## config.mk

```make
export PLATFORM = sky130hd
export DESIGN_NAME = inst_fetch
export DESIGN_NICKNAME = d
export VERILOG_FILES = /design/src/rtl/inst_fetch.sv
export SDC_FILE = /design/constraint.sdc
export NUM_CORES = 1
export LEC_CHECK = 0
export ABC_AREA = 1
export BUFFER_PORTS_ARGS = -buffer_cell sky130_fd_sc_hd__buf_4
export CAP_MARGIN = 20
export CORE_AREA = 2 2 122 124
export DETAILED_ROUTE_END_ITERATION = 10
export DIE_AREA = 0 0 124 126
export PLACE_DENSITY = 0.75
export SYNTH_ARGS = -nofsm -noshare
export SYNTH_HDL_FRONTEND = slang
export SYNTH_SLANG_ARGS = --single-unit
```

## constraint.sdc

```tcl
create_clock -name clk -period 3.1 [get_ports clk]
set_clock_uncertainty 0.05 [all_clocks]
set_input_delay 0.31 -clock clk [delete_from_list [all_inputs] [get_ports clk]]
set_output_delay 0.31 -clock clk [all_outputs]
set_load 0.02 [all_outputs]
```

## src/rtl/inst_fetch.sv

```systemverilog
// inst_fetch: instruction-fetch front end.
// Generates the fetch PC, runs the SRAM-like req/addr_ok/data_ok handshake
// with at most one request outstanding, and holds one fetched instruction
// (or an AdEL marker for a misaligned PC) for decode. Redirects squash
// anything older: the buffer is cleared and any held or in-flight request
// is marked so that its returning data is dropped.
`timescale 1ns/1ps
module inst_fetch #(
    parameter logic [31:0] RESET_PC = 32'hBFC0_0000
) (
    input  logic        clk,
    input  logic        rst,
    input  logic        stallD,
    input  logic        redirect,
    input  logic [31:0] redirect_pc,
    output logic        inst_req,
    output logic [31:0] inst_addr,
    input  logic        inst_addr_ok,
    input  logic        inst_data_ok,
    input  logic [31:0] inst_rdata,
    output logic        validF,
    output logic [31:0] pcF,
    output logic [31:0] instrF,
    output logic        excF
);

    typedef enum logic [1:0] {
        IDLE = 2'd0,
        REQ  = 2'd1,
        WAIT = 2'd2
    } state_e;

    state_e      state_q, state_d;
    logic [31:0] fetch_pc_q, fetch_pc_d;
    logic [31:0] req_pc_q, req_pc_d;
    logic        discard_q, discard_d;
    // held_q: a request was presented and not yet accepted; it must stay put.
    logic        held_q, held_d;
    // halt_q: the AdEL entry for a misaligned PC was produced; wait for a redirect.
    logic        halt_q, halt_d;
    logic        valid_q, valid_d;
    logic [31:0] pc_q, pc_d;
    logic [31:0] instr_q, instr_d;
    logic        exc_q, exc_d;

    logic        buf_room;
    logic        misaligned;
    logic        start;

    // Request outputs: a held request dominates, otherwise start one when the buffer can take its data.
    always_comb begin
        buf_room   = !valid_q || !stallD;
        misaligned = (fetch_pc_q[1:0] != 2'b00);
        start      = (state_q == REQ) && !held_q && !halt_q && !redirect
                     && buf_room && !misaligned;
        inst_req   = held_q || start;
        if (held_q) begin
            inst_addr = req_pc_q;
        end else if (start) begin
            inst_addr = fetch_pc_q;
        end else begin
            inst_addr = 32'h0;
        end
    end

    // Next-state logic: FSM, fetch PC, squash tracking and the output buffer.
    always_comb begin
        state_d    = state_q;
        fetch_pc_d = fetch_pc_q;
        req_pc_d   = req_pc_q;
        discard_d  = discard_q;
        held_d     = held_q;
        halt_d     = halt_q;
        // An entry leaves the buffer on any edge where decode is not stalled.
        valid_d    = valid_q && stallD;
        pc_d       = pc_q;
        instr_d    = instr_q;
        exc_d      = exc_q;

        case (state_q)
            IDLE: begin
                state_d = REQ;
            end
            REQ: begin
                if (inst_req) begin
                    req_pc_d = inst_addr;
                    if (redirect) begin
                        discard_d = 1'b1;
                    end
                    if (inst_addr_ok) begin
                        state_d = WAIT;
                        held_d  = 1'b0;
                        // A request squashed while held leaves fetch_pc at the redirect target.
                        if (!redirect && !discard_q) begin
                            fetch_pc_d = fetch_pc_q + 32'd4;
                        end
                    end else begin
                        held_d = 1'b1;
                    end
                end else if (misaligned && !halt_q && !redirect && buf_room) begin
                    valid_d = 1'b1;
                    pc_d    = fetch_pc_q;
                    instr_d = 32'h0;
                    exc_d   = 1'b1;
                    halt_d  = 1'b1;
                end
            end
            WAIT: begin
                if (inst_data_ok) begin
                    state_d   = REQ;
                    discard_d = 1'b0;
                    if (!discard_q && !redirect) begin
                        valid_d = 1'b1;
                        pc_d    = req_pc_q;
                        instr_d = inst_rdata;
                        exc_d   = 1'b0;
                    end
                end else if (redirect) begin
                    discard_d = 1'b1;
                end
            end
            default: begin
                state_d = IDLE;
            end
        endcase

        if (redirect) begin
            fetch_pc_d = redirect_pc;
            valid_d    = 1'b0;
            halt_d     = 1'b0;
        end
    end

    // State registers with asynchronous active-low reset.
    always_ff @(posedge clk or negedge rst) begin
        if (!rst) begin
            state_q    <= IDLE;
            fetch_pc_q <= RESET_PC;
            req_pc_q   <= 32'h0;
            discard_q  <= 1'b0;
            held_q     <= 1'b0;
            halt_q     <= 1'b0;
            valid_q    <= 1'b0;
            pc_q       <= 32'h0;
            instr_q    <= 32'h0;
            exc_q      <= 1'b0;
        end else begin
            state_q    <= state_d;
            fetch_pc_q <= fetch_pc_d;
            req_pc_q   <= req_pc_d;
            discard_q  <= discard_d;
            held_q     <= held_d;
            halt_q     <= halt_d;
            valid_q    <= valid_d;
            pc_q       <= pc_d;
            instr_q    <= instr_d;
            exc_q      <= exc_d;
        end
    end

    assign validF = valid_q;
    assign pcF    = pc_q;
    assign instrF = instr_q;
    assign excF   = exc_q;

endmodule

```

Word level (Yosys, flattened, before mapping) --
Index checks and enable logic that the tools add are counted.
Word-level totals: register bits 135, input bits 70, output and inout bits 99, word-level logic and storage cells 92
Operators by class: add/sub/neg operators 1, equality and inequality tests 9, mux-type cells 39, reduce and logical (&&, ||, !) cells 33
Operators by type and width (count):
- 2-to-1 mux 32 bit | 15
- case mux 32 bit (2 select lines) | 2
- adder 32 x 3 -> 32 bit (second input constant) | 1
- 2-to-1 mux 1 bit | 15
- nonzero test 2 bit | 7
- inequality test 2 bit (second input constant) | 6
- logical AND 1 bit | 10
- zero test 1 bit | 7
- 2-to-1 mux 2 bit | 3
- case mux 1 bit (2 select lines) | 3
- case mux 2 bit (3 select lines) | 1
- AND reduction 3 bit | 2
- AND reduction 5 bit | 1
- AND reduction 2 bit | 2
- AND reduction 4 bit | 1
- equality test 2 x 1 -> 1 bit (second input constant) | 1
- equality test 2 bit (second input constant) | 1
- zero test 2 bit | 1
- logical OR 1 bit | 2
- inequality test 2 x 1 -> 1 bit (second input constant) | 1

Longest topological paths before layout --
Gate-level depths: netlist of the first run.
depth in word-level cells 10, mapped depth 12, mapped depth without buffers 10

Least setup slack after synthesis of the first run --
No wires, ideal clock.
path type reg2out, start point reg state_q[1], end point out inst_addr[22], arrival 1.774 ns, required time 2.740 ns, slack 0.966 ns, stages on the path, launching flop included 8, path buffers 1, path through dfrtp_1 > inv_1 > ha_1 > nand2_2 > nor2_4 > nand2_4 > clkbuf_1 > o21ai_0
On the way: longest elaborated chain between the ends 8
RTL lines:
- from (decl) | line 33 | state_e state_q, state_d;
- from (signal assigned) | line 148 | state_q <= state_d;
- equality test 2 x 1 -> 1 bit | line 54 | start = (state_q == REQ) && !held_q && !halt_q && !redirect
- logical AND 1 bit (3 in series) | line 54
- logical AND 1 bit (2 in series) | line 55 | && buf_room && !misaligned;
- 2-to-1 mux 32 bit | line 59 | end else if (start) begin
- 2-to-1 mux 32 bit | line 57 | if (held_q) begin
- to (decl) | line 17 | output logic [31:0] inst_addr,
No other way between the ends.

Worst setup path in the final report of the first run --
start point reg state_q[1], end point out inst_addr[14]
Same word-level chain as after synthesis.

==> results of run 1 <==
## worst max-delay path, cell delays in order, from the launching register on
cell and delay [ps]:
dfrtp_1 390, inv_1 110, ha_1 340, nand2_2 150, nor2_4 150, nand2_4 220, o21ai_0 440, buf_4 220
## Yosys cell counts (all sizes together)
cell type,count
dfstp,9
xor2,8
o211ai,1
a31o,1
or2,1
dfrtp,126
a31oi,1
buf,25
nand2,464
a21oi,4
inv,56
o21ai,145
clkbuf,24
nand3,50
nor2,65
o31ai,1
o22ai,1
ha,5
## flip-flops by register name, indices dropped and copies added, names as in the netlist
| signal | count |
|---|---|
| state_q | 2 |
| discard_q | 1 |
| fetch_pc_q | 32 |
| req_pc_q | 32 |
| halt_q | 1 |
| excF | 1 |
| pcF | 32 |
| instrF | 32 |
| held_q | 1 |
| validF | 1 |
## layer usage
| metal | up-vias | GRT usage [%] | part of all wire (%) |
|---|---|---|---|
| met3 | 28 | 5.707 | 8.5 |
| met2 | 283 | 39.82 | 45 |
| li1 | 3432 | - | - |
| met1 | 3126 | 35.65 | 44 |
| met4 | 0 | 8.592 | 1.9 |
| met5 | - | 0 | 0 |
## power by group
part | switching, mW | internal, mW | leakage [nW]
Combinational | 2.39 | 1.35 | 2.68
Clock | 0.795 | 1.38 | 0.300
Sequential | 0.514 | 2.45 | 1.73
Total | 3.70 | 5.17 | 4.71
## layout make-up
| cell class | count | area [µm²] | share of cell area (%) |
|---|---|---|---|
| clock inverter | 13 | 195.2 | 2.148 |
| multi-input combinational | 747 | 3204 | 35.26 |
| sequential | 135 | 3390 | 37.29 |
| inverter | 56 | 210.2 | 2.313 |
| timing repair buffer | 185 | 1416 | 15.58 |
| clock buffer | 19 | 442.9 | 4.873 |
| tap | 184 | 230.2 | 2.533 |
## metrics by stage
step	setup WS (ps)	hold WS [ps]
6_report	277.6	45.61
5_1_grt	137.4	50.02
4_1_cts	262.1	39.59
3_5_place_dp	598.2	338.6
3_3_place_gp	697.9	344.5
2_1_floorplan	965.6	-35.59
## logic make-up (layout without fill, tap and decap cells)
| group | after synthesis | in the layout | share of synthesized area [%] |
|---|---|---|---|
| AO/OA/AOI/OAI | 154 | 154 | 11.05 |
| buffers and inverters | 105 | 273 | 6.879 |
| AND/OR/NAND/NOR | 580 | 580 | 32.29 |
| adder cells (fa/ha/maj) | 5 | 5 | 0.8842 |
| XOR/XNOR | 8 | 8 | 0.9903 |
| flip-flops | 135 | 135 | 47.90 |
## path summary, 6_finish.rpt
check	start	end	cells past startpoint
max reg2reg	state_q[1]$_DFFE_PN0P_	pcF[6]$_DFFE_PN0P_	11
min	redirect_pc[2]	fetch_pc_q[2]$_DFFE_PN0P_	3
max	state_q[1]$_DFFE_PN0P_	inst_addr[14]	7
max in group asynchronous	rst	pcF[6]$_DFFE_PN0P_	3
min reg2reg	pcF[1]$_DFFE_PN0P_	pcF[1]$_DFFE_PN0P_	2
min in group asynchronous	rst	pcF[23]$_DFFE_PN0P_	2
==> metrics.md, run 1 <==
| Metric | Value |
|---|---|
| Die Span Y | `126 µm` |
| Total power | `8.874 mW` |
| H-tree Lvls | `4` |
| Antenna Nets Post-Route | `0` |
| Die Area | `roughly 16,000 µm²` |
| Design Area, Final | `9089 µm²` |
| Layout Area Growth over Synthesis | `28.45%` |
| Synth cell types | `27` |
| Setup TNS | `0 ps` |
| Commonest cells after routing, fill and taps aside | `nand2_1 (459), buf_4 (182), dfrtp_1 (126)` |
| Gate Count Post-Synth | `between 900 and 1k` |
| CTS buffer count | `17` |
| # rows | `44` |
| Setup Crit Path Kind | `register to primary output` |
| WL/cell | `about 15 µm` |
| # diodes | `0` |
| Fmax | `0.3543 GHz` |
| Number of global-route vias before repair | `6,206` |
| Clock Tree Root | `clkbuf_16` |
| R2R Setup Slk | `550 ps` |
| RSZ-0062 raised after global routing | `no` |
| Synth warn | `0` |
| Fin nets | `approximately 1.2k` |
| Ranking of synthesized cells by area | `dfrtp_1 (45%), nand2_1 (24%), o21ai_0 (7.7%)` |
| Total detailed-routing wirelength | `19,760 µm` |
| Post-Layout Cell Count | `around 1.3k` |
| Initial DRC count | `approximately 570` |
| I/O Buffers | `~170` |
| Fin util | `63.50%` |
| Most area-hungry cell type in the Yosys netlist | `dfrtp_1` |
| Worst EP required | `~2700 ps` |
| CTS clk-pin slew, worst paths | `60 ps` |
| Synthesized flop and latch total | `135` |
| Max cap viols | `0` |
| Status | `completed` |
| Least-Margin Pin Slew | `674.6 ps` |
| Worst Path Arrival | `2460 ps` |
| RePlAce Congestion | `0.9385` |
| Die Width | `124 µm` |
| Final period util | `91.05%` |
| Placed Instances | `1,306` |
| Fraction of layout instances using a drive strength above 1 | `20.61%` |
| Remaining DRCs | `0` |
| Worst-path fanout max | `34` |
| DR vias/cell | `around 5.1` |
| Hold crit path type | `input port to register` |
| Drt pass-1 iters | `5` |
| Resize count post-CTS | `0` |
| Initial core utilization | `49.43%` |
| Via Count | `between 6k and 7k` |
| Tmin final | `2822 ps` |
| Core area | `14,310 µm²` |
| CTS tree | `done` |
| First-pass GRT wire length | `31,140 µm` |
| Clock sinks | `approximately 140` |
| Area after DPL | `8441 µm²` |
| Largest net degree at the start of global routing | `56` |
| Grt total ovfl | `0` |
| Worst-skew pair later-pin latency | `420 ps` |
| Final-report hold violation count | `0` |
| Most common cell after layout, fill and taps aside | `nand2_1` |
| Final Slew Violations | `0` |
| Crit end category | `primary output` |
| Sequential area share after synthesis | `between 40% and 50%` |
| Top-Level Pins | `approximately 170` |
| DP HPWL | `14,200 µm` |
| Leak pwr | `4.706 nW` |
| Syn nets | `1,062` |
| VDD IR max | `0.3897 mV` |
| Post-CTS Setup Bufs | `0` |
| Yosys top cell area share | `44.56%` |
| Clk buf depth | `2` |
| Crit path launch type | `register` |
| Total GRT Usage | `25.65%` |
| Filler cells | `1,305` |
| Rel. slew slack | `~55%` |
| Mapped Area | `7076 µm²` |
| Mean Syn Cell Area | `between 7 and 8 µm²` |
| Hold Buf Count CTS | `1` |
| PD cells | `976.4 nW/µm²` |
| Initial antenna violation count | `0` |
| Final setup fails | `0` |
Note: power is estimated with default switching activity, not from simulation.
==> run 2: changes to the inputs <==
Settings changed: HOLD_SLACK_MARGIN set to 0.12, RECOVER_POWER set to 50.
==> run 2 against run 1 <==
Die area unchanged. Sequential cell count unchanged. Clock power about the same. Register-to-register slack worse by 80 ps. Sequential share of layout area down 0.78 points. Via count up 2.4%. Count of clock-buffer cells in the layout unchanged. Largest cell class unchanged.
==> metrics.md, run 2 (synthesized netlist as in run 1, its figures left out) <==
| Metric | Value |
|---|---|
| Drt pass-1 iters | `5 (unchanged)` |
| Final setup fails | `0 (unchanged)` |
| RSZ-0062 raised after global routing | `no (unchanged)` |
| Total GRT Usage | `26.64% (was 25.65%)` |
| Die Area | `15,620 µm² (unchanged)` |
| CTS tree | `done (unchanged)` |
| # diodes | `0 (unchanged)` |
| Die Width | `124 µm (unchanged)` |
| Top-Level Pins | `169 (unchanged)` |
| Design Area, Final | `9284 µm² (was 9089 µm²)` |
| Remaining DRCs | `0 (unchanged)` |
| VDD IR max | `0.3911 mV (was 0.3897 mV)` |
| Core area | `14,310 µm² (unchanged)` |
| Most common cell after layout, fill and taps aside | `nand2_1 (unchanged)` |
| Final period util | `92.95% (was 91.05%)` |
| Worst-path fanout max | `34 (unchanged)` |
| H-tree Lvls | `4 (unchanged)` |
| Area after DPL | `8441 µm² (unchanged)` |
| Fraction of layout instances using a drive strength above 1 | `14.07% (was 20.61%)` |
| Clock sinks | `135 (unchanged)` |
| CTS buffer count | `17 (unchanged)` |
| First-pass GRT wire length | `32,420 µm (was 31,140 µm)` |
| Via Count | `7,031 (was 6,869)` |
| Die Span Y | `126 µm (unchanged)` |
| Resize count post-CTS | `0 (unchanged)` |
| DP HPWL | `14,200 µm (unchanged)` |
| # rows | `44 (unchanged)` |
| WL/cell | `14.79 µm (was 14.76 µm)` |
| Worst Path Arrival | `2520 ps (was 2460 ps)` |
| Clock Tree Root | `clkbuf_16 (unchanged)` |
| Number of global-route vias before repair | `6,533 (was 6,206)` |
| Antenna Nets Post-Route | `0 (unchanged)` |
| Leak pwr | `4.624 nW (was 4.706 nW)` |
| Initial antenna violation count | `0 (unchanged)` |
| Grt total ovfl | `0 (unchanged)` |
| Max cap viols | `0 (unchanged)` |
| Initial core utilization | `49.43% (unchanged)` |
| R2R depth | `11 (unchanged)` |
| Commonest cells after routing, fill and taps aside | `nand2_1 (460), dfrtp_1 (126), o21ai_0 (109), buf_4 (109), clkbuf_1 (69) (was nand2_1 (459), buf_4 (182), dfrtp_1 (126))` |
| PD cells | `929.7 nW/µm² (was 976.4 nW/µm²)` |
| I/O Buffers | `168 (unchanged)` |
| Clk buf depth | `2 (unchanged)` |
| Total detailed-routing wirelength | `20,490 µm (was 19,760 µm)` |
| Crit path launch type | `register (unchanged)` |
| Final-report hold violation count | `0 (unchanged)` |
| RePlAce Congestion | `0.9385 (unchanged)` |
| Fmax | `0.3471 GHz (was 0.3543 GHz)` |
| CP max-delay cell | `o21ai_0 (unchanged)` |
| Fin nets | `1,263 (was 1,217)` |
| Total power | `8.632 mW (was 8.874 mW)` |
| Worst EP required | `2740 ps (about the same)` |
| Hold Crit Depth | `3 (unchanged)` |
| Crit end category | `primary output (unchanged)` |
| Hold Buf Count CTS | `47 (was 1)` |
| Crit path largest cell delay | `430 ps (was 440 ps)` |
| Rel. slew slack | `12.72% (was 55.03%)` |
| CTS clk-pin slew, worst paths | `60 ps (about the same)` |
| Initial DRC count | `575 (was 571)` |
| Fin util | `64.86% (was 63.50%)` |
| Post-CTS Setup Bufs | `0 (unchanged)` |
| Setup Crit Path Kind | `register to primary output (unchanged)` |
| Setup TNS | `0 ps (unchanged)` |
| Crit-path cells | `inv_1 -> ha_1 -> nand2_1 -> nor2_4 -> nand2_4 -> o21ai_0 -> buf_4 (was inv_1 -> ha_1 -> nand2_2 -> nor2_4 -> nand2_4 -> o21ai_0 -> buf_4)` |
| Worst-skew pair later-pin latency | `430 ps (was 420 ps)` |
| Least-Margin Pin Slew | `1309 ps (was 674.6 ps)` |
| Status | `completed (unchanged)` |
| Tmin final | `2881 ps (was 2822 ps)` |
| Final Slew Violations | `0 (unchanged)` |
| Hold crit path type | `input port to register (unchanged)` |
| DR vias/cell | `5.077 (was 5.130)` |
| Largest net degree at the start of global routing | `56 (unchanged)` |
| Layout Area Growth over Synthesis | `31.21% (was 28.45%)` |
## run 2: cell types whose count changed in the layout (fill, tap and decap cells not counted)
cell           delta
dlygate4sd3_1    +46
buf_4            -73
clkbuf_1         +68
clkbuf_2          +3
clkbuf_4          +2
nand2_2           -1
nand2_1           +1
## run 2: path summary, 6_finish.rpt
| check | from | to | slack (ps) |
|---|---|---|---|
| setup / recovery | state_q[1]$_DFFE_PN0P_ | inst_addr[19] | 220 |
| hold / removal | inst_rdata[10] | instrF[10]$_DFFE_PN0P_ | 120 |
| setup reg to reg | state_q[1]$_DFFE_PN0P_ | pcF[6]$_DFFE_PN0P_ | 470 |
| hold reg to reg | pcF[0]$_DFFE_PN0P_ | pcF[0]$_DFFE_PN0P_ | 430 |
| max in group asynchronous | rst | fetch_pc_q[18]$_DFFE_PN0P_ | 670 |
| min in group asynchronous | rst | pcF[23]$_DFFE_PN0P_ | 660 |
## run 2: report_power, final
part	switching, mW	total, mW	internal [mW]
sequential	0.507	2.96	2.45
clock	0.799	2.17	1.38
combinational	2.41	3.50	1.09
## run 2: metal layers
layer | global-route usage (%) | part of all wire [%] | wire length (µm)
met5 | 0 | 0 | 0
met4 | 8.857 | 1.9 | 399
met3 | 5.797 | 8.0 | 1647
met2 | 42.37 | 46 | 9430
met1 | 36.22 | 44 | 9009
## run 2: area by class of cell
cell class                      count  area [µm²]
Sequential cell                   135        3390
Inverter                           56       210.2
Clock buffer                       19       442.9
Fill cell                        1317        5030
Clock inverter                     13       195.2
Tap cell                          184       230.2
Multi-Input combinational cell    747        3202
Timing Repair Buffer              231        1614
## run 2: per-stage QoR
stage	std cells	setup slack [ps]	hold WS, ps
4_1_cts	1385	262.1	123.6
3_3_place_gp	1306	697.9	344.5
3_5_place_dp	1306	598.2	338.6
2_1_floorplan	987	965.6	-35.59
5_1_grt	1385	77.30	133.1
6_report	1385	218.6	122.8
## run 2: critical path: cells and delay by family (launching register included)
family | cells | cell delay (ps)
AOI/OAI and AO/OA | 1 | 430
adders and majority gates | 1 | 340
buffers and inverters | 2 | 330
DFF | 1 | 390
and+or+nand+nor | 3 | 590
==> run 3: changes to the inputs <==
Settings changed: ABC_AREA 1 to unset, CORE_AREA 2 2 122 124 to 2 2 118 120, DIE_AREA 0 0 124 126 to 0 0 120 122, PLACE_DENSITY 0.75 to unset, PLACE_DENSITY_LB_ADDON set to 0.12.
==> run 3 against run 2 <==
The flow now finishes with violations (capacitance limit, slew limit). Critical path type unchanged. Area after synthesis fell by 7.5%. Largest power group is now registers. Global-route usage fell by 2.7 points. Sequential power fell by 11%. Die area fell by 6.3%. Combinational power fell by 29%.
==> metrics.md, run 3 <==
| Metric | Value |
|---|---|
| Clk buf depth | `2 (unchanged)` |
| RePlAce Congestion | `0.8073 (was 0.9385)` |
| Final setup fails | `0 (unchanged)` |
| Post-Layout Cell Count | `1,143 (was 1,385)` |
| R2R Setup Slk | `830 ps (was 470 ps)` |
| Worst Path Arrival | `2500 ps (was 2520 ps)` |
| GRT Max-Usage Layer | `met2 (unchanged)` |
| Die Span Y | `122 µm (was 126 µm)` |
| Via Count | `5,812 (was 7,031)` |
| Number of global-route vias before repair | `5,627 (was 6,533)` |
| VDD IR max | `0.4710 mV (was 0.3911 mV)` |
| R2R depth | `7 (was 11)` |
| Most used cell, CP | `nand2_1` |
| CTS clk-pin slew, worst paths | `60 ps (about the same)` |
| Crit end category | `primary output (unchanged)` |
| Commonest cells after routing, fill and taps aside | `nand2_1 (279), dfrtp_1 (126), buf_4 (112) (was nand2_1 (460), dfrtp_1 (126), o21ai_0 (109), buf_4 (109), clkbuf_1 (69))` |
| CP Buf/Inv Count | `3 (was 2)` |
| # diodes | `0 (unchanged)` |
| Syn nets | `804 (was 1,062)` |
| Final-report hold violation count | `0 (unchanged)` |
| Crit path max-delay family | `simple AND/OR/NAND/NOR gates (unchanged)` |
| Worst setup startpoint | `state_q[1]$_DFFE_PN0P_ (unchanged)` |
| Crit path largest cell delay | `410 ps (was 430 ps)` |
| Setup Crit Path Kind | `register to primary output (unchanged)` |
| DP HPWL | `11,010 µm (was 14,200 µm)` |
| Rel. slew slack | `-32.58% (was 12.72%)` |
| Initial antenna violation count | `0 (unchanged)` |
| Synth cell types | `45 (was 27)` |
| Total GRT Usage | `23.97% (was 26.64%)` |
| Layout Area Growth over Synthesis | `37.69% (was 31.21%)` |
| Hold crit path type | `input port to register (unchanged)` |
| Crit path launch type | `register (unchanged)` |
| CTS tree | `done (unchanged)` |
| Synth Flop Type | `dfrtp_1 (unchanged)` |
| Crit-path cells | `inv_1 -> ha_1 -> nor2b_2 -> nand2_1 -> nor3_4 -> buf_4 -> nand2_1 -> nand2_1 -> buf_4 (was inv_1 -> ha_1 -> nand2_1 -> nor2_4 -> nand2_4 -> o21ai_0 -> buf_4)` |
| Core area | `13,500 µm² (was 14,310 µm²)` |
| Final period util | `92.17% (was 92.95%)` |
| Clock sinks | `135 (unchanged)` |
| PD cells | `805.1 nW/µm² (was 929.7 nW/µm²)` |
| WL/cell | `14.77 µm (was 14.79 µm)` |
| Most area-hungry cell type in the Yosys netlist | `dfrtp_1 (unchanged)` |
| # rows | `43 (was 44)` |
| Worst EP required | `2740 ps (about the same)` |
| WP depth | `9 (was 7)` |
| Grt total ovfl | `0 (unchanged)` |
| Sequential area share after synthesis | `51.81% (was 47.90%)` |
| I/O Buffers | `168 (unchanged)` |
| Yosys top cell area share | `48.19% (was 44.56%)` |
| Tmin final | `2857 ps (was 2881 ps)` |
| RSZ-0062 raised after global routing | `no (unchanged)` |
| Final Slew Violations | `80 (was 0)` |
| Total detailed-routing wirelength | `16,880 µm (was 20,490 µm)` |
| Least-Margin Pin Slew | `1989 ps (was 1309 ps)` |
| Worst r2r src | `state_q[1]$_DFFE_PN0P_ (unchanged)` |
| Status | `complete, but fails checks (was completed)` |
| Placed Instances | `1,044 (was 1,306)` |
| Max cap viols | `1 (was 0)` |
| Setup TNS | `0 ps (unchanged)` |
| Largest net degree at the start of global routing | `80 (was 56)` |
| Leak pwr | `4.330 nW (was 4.624 nW)` |
| Initial core utilization | `48.45% (was 49.43%)` |
| Top-Level Pins | `169 (unchanged)` |
| Synth warn | `0 (unchanged)` |
| Failing checks | `capacitance limit, slew limit` |
| CTS buffer count | `17 (unchanged)` |
| Remaining DRCs | `0 (unchanged)` |
| Synthesized flop and latch total | `135 (unchanged)` |
| H-tree Lvls | `4 (unchanged)` |
| Gate Count Post-Synth | `729 (was 987)` |
| M3 GR Usage | `4.401% (was 5.797%)` |
| Initial DRC count | `301 (was 575)` |
| Fraction of layout instances using a drive strength above 1 | `18.38% (was 14.07%)` |
| Fin util | `66.71% (was 64.86%)` |
| Worst-skew pair later-pin latency | `420 ps (was 430 ps)` |
| Critical R2R Capture | `fetch_pc_q[26]$_DFFE_PN1P_ (was pcF[6]$_DFFE_PN0P_)` |
| Die Area | `14,640 µm² (was 15,620 µm²)` |
| Mapped Area | `6543 µm² (was 7076 µm²)` |
| Most common cell after layout, fill and taps aside | `nand2_1 (unchanged)` |
| Fin nets | `1,025 (was 1,263)` |
| Antenna Nets Post-Route | `0 (unchanged)` |
| Die Width | `120 µm (was 124 µm)` |
| Drt pass-1 iters | `5 (unchanged)` |
| Ranking of synthesized cells by area | `dfrtp_1 (48%), nand2_1 (16%), mux2i_1 (5.2%) (was dfrtp_1 (45%), nand2_1 (24%), o21ai_0 (7.7%))` |
| Crit path to | `inst_addr[29] (was inst_addr[19])` |
| Post-synth EDFFs | `0 (unchanged)` |
| First-pass GRT wire length | `27,720 µm (was 32,420 µm)` |
| Grt met2 use | `38.28% (was 42.37%)` |
| Worst-path fanout max | `16 (was 34)` |
| Fmax | `0.3500 GHz (was 0.3471 GHz)` |
| GR Util met1 | `32.29% (was 36.22%)` |
| Clock Tree Root | `clkbuf_16 (unchanged)` |
| CP max-delay cell | `dfrtp_1 (was o21ai_0)` |
| Synth async-reset ratio | `100.0% (unchanged)` |
| Most common cell in the synthesized netlist | `nand2_1 (unchanged)` |
| Mean Syn Cell Area | `8.975 µm² (was 7.169 µm²)` |
| DR vias/cell | `5.085 (was 5.077)` |
| Synth top cells by count | `nand2_1 (279), dfrtp_1 (126), o21ai_0 (52), nand3_1 (42), mux2i_1 (34) (was nand2_1 (459), dfrtp_1 (126), o21ai_0 (109), nor2_1 (63), inv_1 (53))` |
| Filler cells | `1,151 (was 1,317)` |
[run 3: cell count changes after synthesis, moves of 7 or more]
cell and change:
nand2_1 -180, o21ai_0 -57, xnor2_1 +28, inv_1 -44, mux2i_1 +34, nor2_1 -48, o21ai_1 -18, xor2_1 -7
nor3_1 +11
[run 3: how the worst min path moves through the flow]
stage / start / endpoint / slack, ps / cells after the start
2_1_floorplan: rst / discard_q$_DFFE_PN0P_ / -40 / 0
3_3_place_gp: rst / pcF[3]$_DFFE_PN0P_ / 360 / 1
3_5_place_dp: rst / pcF[5]$_DFFE_PN0P_ / 350 / 1
4_1_cts: stallD / validF$_DFF_PN0_ / 140 / 3
5_1_grt: stallD / validF$_DFF_PN0_ / 190 / 3
6_report: stallD / validF$_DFF_PN0_ / 160 / 3
[run 3: cells by family (layout without fill, tap and decap cells)]
family                   Yosys count  count (layout)  synth area share (%)
AO/OA/AOI/OAI                     85              85                 7.401
XOR/XNOR                          29              29                 3.882
adder cells (fa/ha/maj)            5               5                0.9562
buffers and inverters             54             288                 3.595
flip-flops                       135             135                 51.81
multiplexers                      39              39                 6.062
AND/OR/NAND/NOR                  382             382                 26.30
[run 3: layer usage]
metal / up-vias / share of wire (%)
met2: 186 / 48
met3: 26 / 5.3
met4: 0 / 1.9
met5: - / 0
li1: 2859 / -
met1: 2741 / 45
[run 3: where the power goes]
group	switching, mW	internal [mW]	leakage, nW
combinational	1.61	0.861	2.30
clock	0.728	1.43	0.310
sequential	0.358	2.26	1.72
total	2.70	4.55	4.33
[run 3: worst min-delay path: cells and delay by family]
family / cells / cell delay, ps
buf+inv: 1 / 110
compound gates: 1 / 90
simple gates: 1 / 80
[run 3: metrics by stage]
stage               hold WS (ps)  power (mW)  cell area [µm²]  worst slack [ps]
floorplan                 -35.59       4.268             6543             875.3
global placement           356.5       5.181             7955             705.3
detailed placement         353.0       5.263             7955             631.8
CTS                        135.3       7.506             9260             167.3
global route               186.4       7.709             9009             67.49
finish                     157.6       7.252             9009             242.6
[run 3: what timing repair did]
action / 4_1_cts / 5_1_grt
buffers inserted: 0 / 0
endpoints found under the hold margin: 142 / 0
hold buffers: 67 / 0
gates resized for setup: 0 / 1
setup endpoints to repair: 0 / 8
[run 3: area by class of cell]
| cell class | instances | area, µm² | share of cell area [%] |
|---|---|---|---|
| tap | 180 | 225.2 | 2.500 |
| clock inverter | 8 | 142.6 | 1.583 |
| clock buffer | 24 | 491.7 | 5.458 |
| timing repair buffer | 247 | 1772 | 19.67 |
| inverter | 9 | 33.78 | 0.3750 |
| multi-input combinational | 540 | 2954 | 32.79 |
| sequential | 135 | 3390 | 37.62 |
